<file path="config.mk">
export PLATFORM = sky130hd
export DESIGN_NAME = zero_count_sequencer_flat
export DESIGN_NICKNAME = d
export VERILOG_FILES = /design/src/rtl/zero_count_sequencer_if.sv /design/src/rtl/zero_count_sequencer.sv /design/src/flat_wrapper.sv
export SDC_FILE = /design/constraint.sdc
export NUM_CORES = 1
export LEC_CHECK = 0
export ABC_AREA = 0
export CAP_MARGIN = 20
export CORE_MARGIN = 5
export CORE_UTILIZATION = 31
export DETAILED_ROUTE_END_ITERATION = 10
export PLACE_DENSITY = 0.52
export SLEW_MARGIN = 10
export SYNTH_ARGS = -nofsm -noshare
export SYNTH_HDL_FRONTEND = slang
export SYNTH_SLANG_ARGS = --single-unit
</file>
<file path="constraint.sdc">
create_clock -name CLK -period 2.46 [get_ports CLK]
set_input_delay 0.738 -clock CLK [delete_from_list [all_inputs] [get_ports CLK]]
set_output_delay 0.738 -clock CLK [all_outputs]
set_load 0.02 [all_outputs]
</file>
<file path="src/rtl/zero_count_sequencer_if.sv">
// Handshake bundle for zero_count_sequencer.
// Define ZCS_ONES_MODE_EN to add count_ones.
interface zero_count_sequencer_if #(
  parameter int WIDTH = 8,
  parameter int CNT_W = $clog2(WIDTH + 1)
);
  logic             enable;
  logic             start;
  logic [WIDTH-1:0] number;
  logic             busy;
  logic             done;
  logic [CNT_W-1:0] count;
`ifdef ZCS_ONES_MODE_EN
  logic             count_ones;

  modport master (
    output enable, start, number, count_ones,
    input  busy, done, count
  );
  modport slave (
    input  enable, start, number, count_ones,
    output busy, done, count
  );
`else
  modport master (
    output enable, start, number,
    input  busy, done, count
  );
  modport slave (
    input  enable, start, number,
    output busy, done, count
  );
`endif
endinterface

</file>
<file path="src/rtl/zero_count_sequencer.sv">
// Bounded one-bit-per-cycle zero counter with start/busy/done.
// ZCS_ONES_MODE_EN adds a latched count-ones mode.
module zero_count_sequencer #(
  parameter int WIDTH = 8,
  parameter int IDX_W = $clog2(WIDTH) + 1,
  parameter int CNT_W = $clog2(WIDTH + 1)
) (
  input logic CLK,
  input logic RST,
  zero_count_sequencer_if.slave bus
);

  typedef enum logic [1:0] {
    IDLE,
    SCAN,
    DONE
  } state_t;

  localparam int SEL_W = $clog2(WIDTH);
  localparam logic [IDX_W-1:0] LAST = IDX_W'(WIDTH - 1);

  state_t           state;
  logic [WIDTH-1:0] word;
  logic [IDX_W-1:0] idx;
  logic [CNT_W-1:0] acc;
  logic [CNT_W-1:0] count_q;
  logic             busy_q;
  logic             done_q;
  logic             cur;
  logic             hit;
`ifdef ZCS_ONES_MODE_EN
  logic             ones_q;
`endif

  // Bit under the scan index and whether it should be counted.
  always_comb begin
    cur = word[idx[SEL_W-1:0]];
`ifdef ZCS_ONES_MODE_EN
    hit = ones_q ? cur : ~cur;
`else
    hit = ~cur;
`endif
  end

  // Scan FSM with registered busy/done/count.
  always_ff @(posedge CLK or negedge RST) begin
    if (!RST) begin
      state   <= IDLE;
      word    <= '0;
      idx     <= '0;
      acc     <= '0;
      count_q <= '0;
      busy_q  <= 1'b0;
      done_q  <= 1'b0;
`ifdef ZCS_ONES_MODE_EN
      ones_q  <= 1'b0;
`endif
    end else begin
      done_q <= 1'b0;
      case (state)
        IDLE: begin
          if (bus.start) begin
            word   <= bus.number;
            idx    <= '0;
            acc    <= '0;
            busy_q <= 1'b1;
            state  <= SCAN;
`ifdef ZCS_ONES_MODE_EN
            ones_q <= bus.count_ones;
`endif
          end
        end
        SCAN: begin
          if (bus.enable) begin
            acc <= acc + CNT_W'(hit);
            idx <= idx + 1'b1;
            if (idx == LAST) begin
              state <= DONE;
            end
          end
        end
        DONE: begin
          count_q <= acc;
          done_q  <= 1'b1;
          busy_q  <= 1'b0;
          state   <= IDLE;
        end
        default: begin
          state  <= IDLE;
          busy_q <= 1'b0;
        end
      endcase
    end
  end

  assign bus.busy  = busy_q;
  assign bus.done  = done_q;
  assign bus.count = count_q;

endmodule
</file>
<file path="src/flat_wrapper.sv">
// flat-port wrapper written by rule: the top's interface ports become plain ports
module zero_count_sequencer_flat 
#(
  parameter int WIDTH = 8,
  parameter int IDX_W = $clog2(WIDTH) + 1,
  parameter int CNT_W = $clog2(WIDTH + 1)
)
  (CLK, RST, bus_enable, bus_start, bus_number, bus_busy, bus_done, bus_count);
  zero_count_sequencer_if #(.WIDTH(WIDTH), .CNT_W(CNT_W)) bus_i ();
  input logic CLK;
  input logic RST;
  input wire logic [$bits(bus_i.enable)-1:0] bus_enable;
  input wire logic [$bits(bus_i.start)-1:0] bus_start;
  input wire logic [$bits(bus_i.number)-1:0] bus_number;
  output wire logic [$bits(bus_i.busy)-1:0] bus_busy;
  output wire logic [$bits(bus_i.done)-1:0] bus_done;
  output wire logic [$bits(bus_i.count)-1:0] bus_count;
  assign bus_i.enable = bus_enable;
  assign bus_i.start = bus_start;
  assign bus_i.number = bus_number;
  assign bus_busy = bus_i.busy;
  assign bus_done = bus_i.done;
  assign bus_count = bus_i.count;
  zero_count_sequencer #(.WIDTH(WIDTH), .IDX_W(IDX_W), .CNT_W(CNT_W)) u_core (.CLK(CLK), .RST(RST), .bus(bus_i));
endmodule
</file>
==> impl_metrics.toml <==
[routing]
wl_per_cell_um = 12.6
routed_wl_um = 2040
via_count = 766
drt_iter0_drc = 11
via_per_inst = 4.73
first_pass_iters = 3
drc_errors = 0
postRouteAntennaNets = 0

[timing]
clock_skew_ns = 0.00198
hold_viol_final = 0
relSlewSlack_pct = 75.1
setup_viol = 0
slew_viol_final = 0
fmax_ghz = 0.485
fin_setup_tns_ns = 0
rsz0062_at_grt = "no"
fin_ws_ns = 0.400
fin_crit_sh_pct = 83.8
whs_ns = 0.490
min_period_ns = 2.06
tightest_slew_ns = 0.373

[yosys]
synth.net_count = 111
syn_inst = 96
ys_ff_latch = 24
synth-main-ff-cell = "dfrtp_1"
synth_edf_count = 0
synth_area_per_cell_sq_um = 11.3
syn_area_sq_um = 1090
ys_warn_count = 0
async_flop_share_pct = 100
yosysSeqAreaShare_pct = 55.2
ys_types = 27

[die]
initial_core_util_pct = 32.4
die_h_um = 69.3
die-area_sq_um = 4800
top_level_ports = 18
coreArea_sq_um = 3360
die_x_um = 69.3
fp-row-count = 21

[setup_path]
worst_ep_arrival_time_ns = 2.29
cp_max_fo = 6
slowest_stage = "mux4_2"
critPathMaxStageDelay_ns = 0.53
critical_path_cell_count = 6
cp_cell_sequence = "mux4_2 -> mux2i_1 -> ha_1 -> ha_1 -> a22o_1 -> a22o_1"
r2r_cells = 6
crit_path_end_kind = "flip-flop"
crit_path_start_kind = "flip-flop"
required_ns = 2.69
critPathTopFamily = "multiplexers"
critPathBufInv = 0
worstSetupPathType = "reg -> reg"

[grt]
grt_overflow = 0
grt.busiest_layer = "met2"
grt_pass1_vias = 769
use_met2_pct = 14.6
grt_max_degree = 25
use_met1_pct = 11.3
grt_use_total_pct = 9.04
grt_pass1_wl_um = 3550
antenna_found_initial = 0
gr-usage-met3_pct = 2.03

[finish]
design_area_sq_um = 1350
insertedDiodeCount = 0
final_cells = 162
syn2layout_area_growth_pct = 24.0
layout-drive-gt1-share_pct = 12.1
fin_nets = 132

[pwr]
p_int_mw = 0.906
p_leak_nw = 0.633
seqPwrFrac_pct = 48.9
switching_share_pct = 34.3
powerDensity_nw_per_um2 = 1020
share_clk_of_total_power_pct = 15.5
irDropWorstVdd_mv = 0.297
p_comb_share_pct = 35.6
power_switching_mw = 0.473

[clock_tree]
cts.sinks = 24
ctsRootBufferMaster = "clkbuf_4"
clockBufferDepth = 2
ctsHoldBuffers = 0
path_clk_slew_ns = 0.13
cts-htree-levels = 1
cts_made_buffers = 3
insertion_delay_ns = 0.32
cts_tree = "built"
ctsResizeCount = 0
postCtsSetupBuffers = 0

[place]
portBuffers = 17
place_area_sq_um = 1310
gp_congestion = 0.734
dp_cells = 158
hpwl_um = 1460
pre_cts_slack_ns = 0.317

[flow_run]
drv_cap = 0

[min_path]
hold_depth = 2
min_path_type = "reg -> reg"

[status]
outcome = "completed"
==> path summary, 6_finish.rpt <==
| kind | endpoint | slack, ns | start |
|---|---|---|---|
| setup / recovery | u_core.acc[1] | 0.40 | u_core.idx[0] |
| hold / removal | u_core.word[3] | 0.49 | u_core.word[3] |
| setup reg to reg | u_core.acc[1] | 0.40 | u_core.idx[0] |
| hold reg to reg | u_core.word[3] | 0.49 | u_core.word[3] |
| max in group asynchronous | u_core.acc[2] | 1.47 | RST |
| min in group asynchronous | u_core.bus.count[1] | 0.75 | RST |
==> through the flow <==
step	utilization (%)	total power, mW
3_3_place_gp	39.1	1.18
4_1_cts	40.1	1.40
3_5_place_dp	39.1	1.19
6_report	40.1	1.38
2_1_floorplan	-	1.03
5_1_grt	40.1	1.49
==> flip-flops by register name, summed over array words and instances (netlist names) <==
register,cells
u_core.bus.count,4
u_core.idx,4
u_core.word,8
u_core.acc,4
u_core.state,2
u_core.bus.done,1
u_core.bus.busy,1
==> power by group through the flow <==
stage / Combinational (mW) / Sequential (mW) / Clock [mW]
after detailed placement: 0.497 / 0.690 / 0
after global placement: 0.487 / 0.688 / 0
after floorplan: 0.366 / 0.665 / 0
after CTS: 0.503 / 0.679 / 0.220
final: 0.492 / 0.674 / 0.213
after global routing: 0.554 / 0.702 / 0.232
==> layer usage <==
layer | vias to the layer above | routed length (um)
met4 | 0 | 42
met5 | - | 0
met1 | 368 | 988
met2 | 18 | 925
met3 | 5 | 80
li1 | 375 | -
==> cells by family after synthesis <==
logic type / share of synthesized area [%]
xor+xnor: 1.61
flops: 55.2
compound gates: 9.77
buf+inv: 2.64
simple gates: 18.2
fa+ha+maj: 3.45
mux: 9.19
==> worst reg2reg max path: stages, from the launching register on <==
cell and delay (ns):
dfrtp_1 0.48, mux4_2 0.53, mux2i_1 0.18, ha_1 0.19
ha_1 0.22, a22o_1 0.19, a22o_1 0.17
==> layout make-up <==
type	count	area [sq um]
fillers	367	2010
inverters	3	11.3
repair buffers	19	185
clock buffers	4	36.3
multi-input cells	66	459
flip-flops and latches	24	601
well taps	46	57.6
==> Yosys cell counts, types with 2 or more instances <==
cell      instances  area (sq um)
xor2_1            2          17.5
ha_1              3          37.5
mux2_2            4          45.0
nor2_1            3          11.3
nand3_1           3          15.0
o21ai_0           3          15.0
nand4b_1          2          17.5
a22o_1            6          52.6
dfrtp_1          24           601
nand2_1          25          93.8
buf_2             2          10.0
inv_1             3          11.3
mux4_2            2          45.0
==> layout by cell type (no fill, tap or decap) <==
cell type and count:
a21oi_1 1, a22o_1 6, a31oi_1 1, buf_4 2
clkbuf_4 3, clkbuf_8 1, clkdlybuf4s50_1 17, dfrtp_1 24
ha_1 3, inv_1 3, mux2_2 4, mux2i_1 1
mux4_2 2, nand2_1 25, nand2b_1 1, nand3_1 3
nand3b_4 1, nand4b_1 2, nor2_1 3, nor2b_1 1
nor3_1 1, nor3b_1 1, o211ai_2 1, o21ai_0 3
o21bai_1 1, o31ai_1 1, or3_1 1, or3b_1 1
xor2_1 2
No activity file was read; power rests on OpenSTA's default activity.
